**src/rtl/snitch_acc_offload_tracker_pkg.sv**
```systemverilog
// Shared constants and credit-update helper for the per-core accelerator offload tracker.
package snitch_acc_offload_tracker_pkg;

    localparam int unsigned AccAddrWidth = 32;
    localparam int unsigned AccOpWidth   = 32;

    typedef enum logic [1:0] {
        CreditHold,
        CreditInc,
        CreditDec
    } credit_op_e;

    // A decrement at zero is a spurious response; the counter saturates instead of wrapping.
    function automatic credit_op_e credit_op(input logic inc, input logic dec, input logic empty);
        if (inc && !dec) return CreditInc;
        if (dec && !inc && !empty) return CreditDec;
        return CreditHold;
    endfunction

endpackage

```
**src/rtl/snitch_acc_offload_tracker_fifo.sv**
```systemverilog
// Registered (non fall-through) request queue; output is valid the cycle after a push.
module snitch_acc_offload_tracker_fifo #(
    parameter int unsigned Width = 8,
    parameter int unsigned Depth = 2
) (
    input  logic             clk_i,
    input  logic             rst_i,
    input  logic             push_i,
    input  logic [Width-1:0] data_i,
    input  logic             pop_i,
    output logic [Width-1:0] data_o,
    output logic             empty_o,
    output logic             full_o
);

    localparam int unsigned PtrW = (Depth > 1) ? $clog2(Depth) : 1;
    localparam int unsigned CntW = $clog2(Depth + 1);

    logic [Width-1:0] mem_q [Depth];
    logic [PtrW-1:0]  wr_ptr_q, rd_ptr_q;
    logic [CntW-1:0]  cnt_q;
    logic             do_push, do_pop;

    function automatic logic [PtrW-1:0] next_ptr(input logic [PtrW-1:0] ptr);
        return (ptr == PtrW'(Depth - 1)) ? '0 : ptr + 1'b1;
    endfunction

    assign full_o  = (cnt_q == CntW'(Depth));
    assign empty_o = (cnt_q == '0);
    assign do_push = push_i && !full_o;
    assign do_pop  = pop_i && !empty_o;
    assign data_o  = mem_q[rd_ptr_q];

    always_ff @(posedge clk_i or posedge rst_i) begin
        if (rst_i) begin
            for (int unsigned i = 0; i < Depth; i++) mem_q[i] <= '0;
            wr_ptr_q <= '0;
            rd_ptr_q <= '0;
            cnt_q    <= '0;
        end else begin
            if (do_push) begin
                mem_q[wr_ptr_q] <= data_i;
                wr_ptr_q        <= next_ptr(wr_ptr_q);
            end
            if (do_pop) rd_ptr_q <= next_ptr(rd_ptr_q);
            if (do_push && !do_pop) cnt_q <= cnt_q + 1'b1;
            else if (do_pop && !do_push) cnt_q <= cnt_q - 1'b1;
        end
    end

endmodule

```
**src/rtl/snitch_acc_offload_tracker.sv**
```systemverilog
// Per-core offload stage: queues accelerator requests, caps in-flight offloads with a
// credit counter and registers returning responses toward the core.
module snitch_acc_offload_tracker
    import snitch_acc_offload_tracker_pkg::*;
#(
    parameter int unsigned IdWidth        = 5,
    parameter int unsigned DataWidth      = 32,
    parameter int unsigned ReqDepth       = 2,
    parameter int unsigned MaxOutstanding = 4
) (
    input  logic                                  clk_i,
    input  logic                                  rst_i,
    input  logic [AccAddrWidth-1:0]               core_qaddr_i,
    input  logic [IdWidth-1:0]                    core_qid_i,
    input  logic [AccOpWidth-1:0]                 core_qdata_op_i,
    input  logic [DataWidth-1:0]                  core_qdata_arga_i,
    input  logic [DataWidth-1:0]                  core_qdata_argb_i,
    input  logic [DataWidth-1:0]                  core_qdata_argc_i,
    input  logic                                  core_qvalid_i,
    output logic                                  core_qready_o,
    output logic [AccAddrWidth-1:0]               hive_qaddr_o,
    output logic [IdWidth-1:0]                    hive_qid_o,
    output logic [AccOpWidth-1:0]                 hive_qdata_op_o,
    output logic [DataWidth-1:0]                  hive_qdata_arga_o,
    output logic [DataWidth-1:0]                  hive_qdata_argb_o,
    output logic [DataWidth-1:0]                  hive_qdata_argc_o,
    output logic                                  hive_qvalid_o,
    input  logic                                  hive_qready_i,
    input  logic [DataWidth-1:0]                  hive_pdata_i,
    input  logic [IdWidth-1:0]                    hive_pid_i,
    input  logic                                  hive_perror_i,
    input  logic                                  hive_pvalid_i,
    output logic                                  hive_pready_o,
    output logic [DataWidth-1:0]                  core_pdata_o,
    output logic [IdWidth-1:0]                    core_pid_o,
    output logic                                  core_perror_o,
    output logic                                  core_pvalid_o,
    input  logic                                  core_pready_i,
    output logic [$clog2(MaxOutstanding+1)-1:0]   outstanding_o,
    output logic                                  underflow_o
);

    localparam int unsigned CntW = $clog2(MaxOutstanding + 1);

    typedef struct packed {
        logic [AccAddrWidth-1:0] addr;
        logic [IdWidth-1:0]      id;
        logic [AccOpWidth-1:0]   data_op;
        logic [DataWidth-1:0]    data_arga;
        logic [DataWidth-1:0]    data_argb;
        logic [DataWidth-1:0]    data_argc;
    } acc_req_t;

    typedef struct packed {
        logic [DataWidth-1:0] data;
        logic [IdWidth-1:0]   id;
        logic                 error;
    } acc_rsp_t;

    localparam int unsigned ReqW = $bits(acc_req_t);

    acc_req_t        req_in, req_out;
    acc_rsp_t        rsp_q;
    logic            rsp_valid_q;
    logic [CntW-1:0] outstanding_q, outstanding_d;
    logic            underflow_q;
    logic            fifo_full, fifo_empty;
    logic            req_hs, rsp_in_hs, rsp_out_hs;

    assign req_in = '{addr: core_qaddr_i, id: core_qid_i, data_op: core_qdata_op_i,
                      data_arga: core_qdata_arga_i, data_argb: core_qdata_argb_i,
                      data_argc: core_qdata_argc_i};

    assign core_qready_o = !fifo_full && (outstanding_q < CntW'(MaxOutstanding));
    assign req_hs        = core_qvalid_i && core_qready_o;

    snitch_acc_offload_tracker_fifo #(
        .Width (ReqW),
        .Depth (ReqDepth)
    ) i_req_fifo (
        .clk_i   (clk_i),
        .rst_i   (rst_i),
        .push_i  (req_hs),
        .data_i  (req_in),
        .pop_i   (hive_qvalid_o && hive_qready_i),
        .data_o  (req_out),
        .empty_o (fifo_empty),
        .full_o  (fifo_full)
    );

    assign hive_qvalid_o     = !fifo_empty;
    assign hive_qaddr_o      = req_out.addr;
    assign hive_qid_o        = req_out.id;
    assign hive_qdata_op_o   = req_out.data_op;
    assign hive_qdata_arga_o = req_out.data_arga;
    assign hive_qdata_argb_o = req_out.data_argb;
    assign hive_qdata_argc_o = req_out.data_argc;

    // Single full register: a new response may enter in the same cycle the held one drains.
    assign hive_pready_o = !rsp_valid_q || core_pready_i;
    assign rsp_in_hs     = hive_pvalid_i && hive_pready_o;
    assign rsp_out_hs    = rsp_valid_q && core_pready_i;

    always_ff @(posedge clk_i or posedge rst_i) begin
        if (rst_i) begin
            rsp_q       <= '0;
            rsp_valid_q <= 1'b0;
        end else if (rsp_in_hs) begin
            rsp_q       <= '{data: hive_pdata_i, id: hive_pid_i, error: hive_perror_i};
            rsp_valid_q <= 1'b1;
        end else if (core_pready_i) begin
            rsp_valid_q <= 1'b0;
        end
    end

    assign core_pdata_o  = rsp_q.data;
    assign core_pid_o    = rsp_q.id;
    assign core_perror_o = rsp_q.error;
    assign core_pvalid_o = rsp_valid_q;

    always_comb begin
        outstanding_d = outstanding_q;
        unique case (credit_op(req_hs, rsp_out_hs, outstanding_q == '0))
            CreditInc: outstanding_d = outstanding_q + 1'b1;
            CreditDec: outstanding_d = outstanding_q - 1'b1;
            default:   outstanding_d = outstanding_q;
        endcase
    end

    always_ff @(posedge clk_i or posedge rst_i) begin
        if (rst_i) begin
            outstanding_q <= '0;
            underflow_q   <= 1'b0;
        end else begin
            outstanding_q <= outstanding_d;
            if (rsp_in_hs && (outstanding_q == '0) && !req_hs) underflow_q <= 1'b1;
        end
    end

    assign outstanding_o = outstanding_q;
    assign underflow_o   = underflow_q;

endmodule

```
**config.mk**
```make
export PLATFORM = sky130hd
export DESIGN_NAME = snitch_acc_offload_tracker
export DESIGN_NICKNAME = d
export VERILOG_FILES = /design/src/rtl/snitch_acc_offload_tracker_pkg.sv /design/src/rtl/snitch_acc_offload_tracker_fifo.sv /design/src/rtl/snitch_acc_offload_tracker.sv
export SDC_FILE = /design/constraint.sdc
export NUM_CORES = 1
export LEC_CHECK = 0
export CORE_AREA = 4 4 199 181
export DETAILED_ROUTE_END_ITERATION = 6
export DIE_AREA = 0 0 203 185
export GPL_ROUTABILITY_DRIVEN = 1
export GPL_TIMING_DRIVEN = 0
export PLACE_DENSITY_LB_ADDON = 0.12
export SLEW_MARGIN = 20
export SYNTH_ARGS = -nofsm -noshare
export SYNTH_HDL_FRONTEND = slang
export SYNTH_SLANG_ARGS = --single-unit
```
**constraint.sdc**
```tcl
create_clock -name clk_i -period 15.25 [get_ports clk_i]
set_clock_uncertainty 0.05 [all_clocks]
set_input_delay 1.525 -clock clk_i [delete_from_list [all_inputs] [get_ports clk_i]]
set_output_delay 1.525 -clock clk_i [all_outputs]
set_load 0.01 [all_outputs]
```
==> After elaboration in Yosys (flattened, before gate mapping) <==
Index checks and enable logic that the tools add are counted.
{ "word_totals": {"ram_bits": 0, "in_bits": 209, "memories": 0, "reg_bits": 377, "romBits": 0, "output_inout_bits": 211, "wordCells": 75, "latchBits": 0} }
{ "op_classes": {"addsub": 6, "n_eq_ne": 3, "n_reduce_logical": 29, "mul": 0, "n_mux": 20, "order_cmp": 4, "n_div": 0, "n_bitwise": 2, "n_shift": 0} }
{ "ops": {"columns": ["op", "count"], "rows": [
  ["two-way mux 165 bit", 4],
  ["bitwise mux 330 bit", 1],
  ["demux 165 bit (select 1 bit)", 1],
  ["logical AND 1 bit", 15],
  ["two-way mux 2 bit", 6],
  ["logical NOT 1 bit", 8],
  ["two-way mux 1 bit", 7],
  ["one-hot mux 3 bit (2 select lines)", 1],
  ["nonzero test 2 bit", 3],
  ["equality test 2 bit (second input constant)", 2],
  [">= comparator 2 bit (second input constant)", 2],
  ["NOT 1 -> 2 bit", 2],
  ["adder 3 x 1 -> 3 bit (second input constant)", 1],
  ["logical NOT 3 bit", 1],
  ["< comparator 3 bit (second input constant)", 1],
  ["subtractor 3 x 1 -> 3 bit (second input constant)", 1],
  ["adder 1 bit (second input constant)", 2],
  ["adder 2 x 1 -> 2 bit (second input constant)", 1],
  ["equality test 2 x 1 -> 1 bit (second input constant)", 1],
  ["logical NOT 2 bit", 1],
  ["< comparator 2 x 1 -> 1 bit (second input constant)", 1],
  ["subtractor 2 x 1 -> 2 bit (second input constant)", 1],
  ["logical OR 1 bit", 1]
]} }

==> Depth between registers and ports, before layout <==
Gate-level depths: netlist (run 1).
{ "logic_depth": {"depth_word": 13, "depth_mapped": 7, "depth_no_buf": 7} }

==> By module <==
Synthesis (run 1) repeated with hierarchy kept, for this count alone.
{ "hier_totals": {"cells_unflattened": 1013, "hier_area_um2": 16198.0} }
{ "by_module_without_submodules": {"columns": ["mod", "cells_each", "n_inst", "area_each_um2", "seq_area_each_um2"], "rows": [
  ["snitch_acc_offload_tracker_fifo", 899, 1, 14457.6, 8358.0],
  ["snitch_acc_offload_tracker", 114, 1, 1740.4, 1076.0]
]} }

==> Least setup slack after synthesis (run 1) <==
Ideal clock, no wire load.
{ "synth_path": {"kind": "input to output", "startpoint": "input port core_pready_i", "endpoint": "output port hive_pready_o", "required_ns": 13.675, "path_buffers": 0, "path_stages": 1, "setup_slack_ns": 11.967, "arrival_ns": 1.708, "path_cell_list": "nand2b_1"} }
{ "synth_between": {"elab_chain_len": 1} }
{ "synth_rtl": {"columns": ["item", "line", "source"], "rows": [
  ["start: declaration", "snitch_acc_offload_tracker.sv:38", "input logic core_pready_i,"],
  ["logical OR 1 bit", "snitch_acc_offload_tracker.sv:100", "assign hive_pready_o = !rsp_valid_q || core_pready_i;"],
  ["end: declaration", "snitch_acc_offload_tracker.sv:33", "output logic hive_pready_o,"]
]} }
No other way between the ends.

==> Worst setup path in the final report (run 1) <==
Same ends and word-level chain as after synthesis.

==> out/qor.yml, run 1 <==
run_status:
  status: "complete, no violations"
place:
  portBuffers: 419
  gp_congestion: 0.762
  place_area_um2: 21700
  place_hpwl_mm: 30.1
finish:
  syn_to_final_growth_pct: 37.0
  fin_util_pct: 67.8
  final_nets: 1687
  postLayoutCellArea_um2: 23000
  drive_above_1_share_pct: 44.1
cts:
  cts_buffer_depth: 3
  h-tree-depth: 2
  holdBufCountCts: 0
  cts_buffers: 40
  tritoncts: "built"
  post_cts_buffers: 0
  cts_resized: 0
  clk_pin_slew_ns: 0.06
  cts-root-buf: "clkbuf_16"
  cts.sinks: 377
  insertion_delay_ns: 0.53
yosys:
  synth.most_common_cell: "mux2_2"
  synthFlopType: "dfrtp_1"
  yosys_warnings: 0
  synth.distinct_cells: 34
  postSynth.asyncResetShare_pct: 100
  synth_top_area_share_pct: 56.2
  ys_ff_latch: 377
  synth.top_cells.by_count: "383 x mux2_2, 377 x dfrtp_1, 150 x mux2_4"
  syn_area_um2: 16800
  netlist_instances: 1011
  yosysSeqAreaShare_pct: 56.2
  synth_edf_count: 0
  synth_area_leader_cell: "dfrtp_1"
  syn_area_per_cell_um2: 16.6
  synth_area_leaders: "dfrtp_1 56%, mux2_2 26%, mux2_4 13%"
  syn_nets: 1222
route:
  drt_pass1_iterations: 4
  via_per_inst: 5.12
  vias: 10100
  post_drt_wl_per_cell_um: 21.3
  wl_mm: 42.0
  drc: 0
  drtAntennaViolNets: 0
  drt-initial-drc-count: 333
sta:
  hold_viol_final: 0
  period_minus_slack_ns: 4.39
  fmax_mhz: 228
  drv_slew: 0
  rsz0062_at_grt: "false"
  final.period_utilization_pct: 28.8
  final-setup-viol-count: 0
  timing_worst_slew_pin_value_ns: 0.715
  max-slew-margin-rel_pct: 52.4
floorplanning:
  coreArea_um2: 33900
  chipWidth_um: 203
  die_area_um2: 37600
  rows: 64
  start_util_pct: 49.5
  die_y_um: 185
  ioPinCount: 420
worst_setup_path:
  path_max_fanout: 4
  arrival_ns: 2.82
  critPathCaptureType: "output port"
  cp-start-kind: "input port"
  crit_required_ns: 13.68
  path_class: "in2out"
hold_path:
  min_path_type: "reg2reg"
grt:
  grt_max_degree: 92
  antenna_found_initial: 6
  grt_pass1_vias: 11100
  grtUsageTotal_pct: 22.2
  grt_pass1_wl_mm: 65.4
  grt_remaining_overflow: 0
power:
  ir_drop_v: 0.000138
  p_per_area_nw_per_um2: 230
  power.leakage_uw: 0.0101
job:
  cap_viol_max_count: 0
-- stage by stage --
step | cells | power (uW) | TNS (ns) | setup slack [ns] | hold WS [ns]
5_1_grt | 1965 | 5590 | 0 | 10.77 | 0.438
6_report | 1966 | 5290 | 0 | 10.86 | 0.427
2_1_floorplan | 1011 | 3230 | 0 | 3.20 | 0.424
3_3_place_gp | 1892 | 4310 | -625.32 | -1.70 | 0.396
4_1_cts | 1963 | 5350 | 0 | 10.85 | 0.428
3_5_place_dp | 1896 | 4340 | 0 | 10.84 | 0.402
-- logic make-up (layout without fill, tap and decap cells) --
logic type / count (synthesis) / count (layout) / synth area share (%)
AO/OA/AOI/OAI: 13 / 13 / 0.515
other: 0 / 3 / 0
AND/OR/NAND/NOR: 17 / 17 / 0.634
XOR/XNOR: 6 / 6 / 0.313
buffers and inverters: 63 / 553 / 2.95
multiplexers: 533 / 533 / 39.1
flip-flops: 377 / 377 / 56.2
adder cells (fa/ha/maj): 2 / 2 / 0.194
-- per-layer routing --
layer	share of wire, %	track usage, %	wire [um]	vias up
li1	-	-	-	4549
met2	48	35.8	20100	273
met3	8.1	8.18	3400	61
met1	42	28.9	17700	5168
met5	0.11	0	47	-
met4	1.8	5.21	739	8
-- registers in the layout, indices dropped and copies added, names as in the netlist --
signal and flops:
outstanding_o 3, i_req_fifo.rd_ptr_q 1, core_pvalid_o 1, underflow_o 1
i_req_fifo.mem_q 330, core_pdata_o 32, i_req_fifo.cnt_q 2, i_req_fifo.wr_ptr_q 1
core_pid_o 5, core_perror_o 1
-- path summary, 6_finish.rpt --
kind,from,end,depth (start not counted),slack (ns)
worst min-delay path,underflow_o$_DFFE_PP0P_,underflow_o$_DFFE_PP0P_,1,0.43
max in group asynchronous,rst_i,i_req_fifo.mem_q[275]$_DFFE_PP0P_,4,12.59
worst max-delay path,core_pready_i,hive_pready_o,3,10.86
worst min register to register,underflow_o$_DFFE_PP0P_,underflow_o$_DFFE_PP0P_,1,0.43
worst max register to register,outstanding_o[2]$_DFFE_PP0P_,i_req_fifo.mem_q[210]$_DFFE_PP0P_,6,13.23
min in group asynchronous,rst_i,core_pdata_o[2]$_DFFE_PP0P_,2,1.36
-- cells in the final DEF, fill, tap and decap left out, types with 6 or more instances in the layout --
master             n
mux2_4           150
buf_6             27
clkinv_2           8
buf_2             20
dfrtp_1          377
clkbuf_1           6
clkbuf_16         41
clkbuf_8          12
mux2_2           383
buf_4              7
clkdlybuf4s50_1  419
-- worst max-delay path: stages --
cell             delay, ns
clkdlybuf4s50_1       0.54
nand2b_1              0.19
clkdlybuf4s50_1       0.56
-- area by class of cell --
cell class	count	area [um2]
inverters	5	31.3
fillers	2464	10900
clock inverters	10	100
well taps	462	578
multi-input cells	571	6840
repair buffers	423	4300
clock buffers	57	1210
plain buffers	58	472
diodes	3	7.51
flip-flops and latches	377	9430
-- power by group --
group | leakage [uW] | switching, uW | internal, uW
registers | 0.00446 | 245 | 1480
clock network | 0.000656 | 383 | 580
logic | 0.00501 | 965 | 1630
No activity file was read; power rests on OpenSTA's default activity.
==> run 2, diff against run 1 <==
- CORE_AREA: 4 4 199 181 -> 4 4 209 191
- DIE_AREA: 0 0 203 185 -> 0 0 213 195
- clock period: 15.25 -> 3.9 ns (I/O delays scaled with it)
==> run 2 against run 1 <==
First-iteration DRC count increased by 18%. Critical path depth grew 1. Clock power rose to 4.1 times the previous value. Sequential power increased to 3.9 times the previous value.
==> out/qor.yml, run 2 (synthesized netlist as in run 1, its figures left out) <==
route:
  drc: 0
  vias: 10100
  wl_mm: 43.5
  drt-initial-drc-count: 392
  via_per_inst: 5.00
  post_drt_wl_per_cell_um: 21.6
  drtAntennaViolNets: 0
  drt_pass1_iterations: 4
place:
  portBuffers: 419
  gp_congestion: 0.757
  place_hpwl_mm: 31.9
  place_area_um2: 21900
cts:
  cts.sinks: 377
  cts_buffer_depth: 3
  clk_pin_slew_ns: 0.06
  holdBufCountCts: 0
  cts-root-buf: "clkbuf_16"
  insertion_delay_ns: 0.54
  tritoncts: "built"
  cts_buffers: 42
  cts_resized: 0
  post_cts_buffers: 0
  h-tree-depth: 2
finish:
  multi_input_area_um2: 6840
  layout_commonest_cell: "clkdlybuf4s50_1"
  syn_to_final_growth_pct: 38.5
  largest_reg_flops: 330
  largest-register: "i_req_fifo.mem_q"
  drive_above_1_share_pct: 44.3
  seqCellArea_um2: 9430
  postLayoutCellArea_um2: 23200
  layout_common_cells: "419 x clkdlybuf4s50_1, 383 x mux2_2, 377 x dfrtp_1"
  final_nets: 1698
  fillers: 2936
sta:
  timing_worst_slew_pin_value_ns: 0.825
  period_minus_slack_ns: 3.22
  rsz0062_at_grt: "false"
  hold_viol_final: 0
  final-setup-viol-count: 0
  final.period_utilization_pct: 82.5
  fmax_mhz: 311
  setup_tns_ns: 0
  hold_slack_ns: 0.215
  max-slew-margin-rel_pct: 45.0
  drv_slew: 0
worst_setup_path:
  rrSetupSlack_ns: 1.91
  cp-start-kind: "flop"
  arrival_ns: 2.78
  crit_end: "hive_qdata_op_o[8]"
  critPathCaptureType: "output port"
  reg2reg_to: "i_req_fifo.mem_q[207]$_DFFE_PP0P_"
  crit_required_ns: 3.46
  path_max_fanout: 10
  r2r-start: "outstanding_o[2]$_DFFE_PP0P_"
  crit_start: "i_req_fifo.rd_ptr_q$_DFFE_PP0P_"
  path_class: "reg2out"
  r2r_cells: 6
grt:
  grt_remaining_overflow: 0
  grt_pass1_wl_mm: 67.8
  antenna_found_initial: 8
  grt_pass1_vias: 11200
  grtUsageTotal_pct: 20.8
  grt_max_degree: 33
floorplanning:
  die_area_um2: 41500
  rows: 68
  ioPinCount: 420
  chipWidth_um: 213
  start_util_pct: 44.3
  die_y_um: 195
  coreArea_um2: 37900
power:
  p_per_area_nw_per_um2: 898
  power.leakage_uw: 0.0102
  ir_drop_v: 0.000553
job:
  cap_viol_max_count: 0
run_status:
  status: "complete, no violations"
hold_path:
  min_path_type: "in2async"
==> run 2: layout make-up <==
class                      instances  share of cell area, %
antenna                            3                 0.0323
buffer                            58                   2.03
clock buffer                      67                   5.62
multi-input combinational        571                   29.5
sequential                       377                   40.6
clock inverter                     7                  0.275
inverter                           5                  0.119
tap                              490                   2.64
timing repair buffer             432                   19.2
==> run 2: metrics by stage <==
stage	setup WS [ns]	utilization [%]	total power [uW]	instances
4_1_cts	0.579	61.3	21100	2007
5_1_grt	0.532	61.3	22100	2009
3_3_place_gp	-4.42	57.0	16900	1920
3_5_place_dp	1.19	57.7	17100	1933
6_report	0.683	61.4	20900	2010
2_1_floorplan	-1.60	-	12600	1011
==> run 2: worst min-delay path by stage <==
stage	from	end	slack, ns	cells after the start
5_1_grt	rst_i	i_req_fifo.mem_q[43]$_DFFE_PP0P_	0.24	2
6_report	rst_i	i_req_fifo.mem_q[213]$_DFFE_PP0P_	0.22	2
3_5_place_dp	underflow_o$_DFFE_PP0P_	underflow_o$_DFFE_PP0P_	0.40	1
3_3_place_gp	underflow_o$_DFFE_PP0P_	underflow_o$_DFFE_PP0P_	0.39	1
2_1_floorplan	i_req_fifo.mem_q[160]$_DFFE_PP0P_	i_req_fifo.mem_q[160]$_DFFE_PP0P_	0.42	1
4_1_cts	rst_i	i_req_fifo.mem_q[43]$_DFFE_PP0P_	0.20	2
==> run 2: critical path: stages, from the launching register on <==
cell             delay (ns)
dfrtp_1                0.37
clkbuf_1               0.56
buf_2                  0.40
mux2_2                 0.38
clkdlybuf4s50_1        0.53
==> run 2: report_power, final <==
part / internal (uW) / total (uW) / switching, uW
registers: 5800 / 6740 / 946
logic: 6410 / 10200 / 3770
clock network: 2350 / 3930 / 1580
total: 14600 / 20800 / 6300
==> run 2: layer usage <==
| layer | up-vias | global-route usage (%) | wire (um) |
|---|---|---|---|
| met5 | - | 0 | 78 |
| met4 | 12 | 4.68 | 740 |
| met3 | 61 | 8.00 | 3810 |
| met2 | 269 | 32.3 | 20000 |
| met1 | 5140 | 28.0 | 18800 |
| li1 | 4578 | - | - |
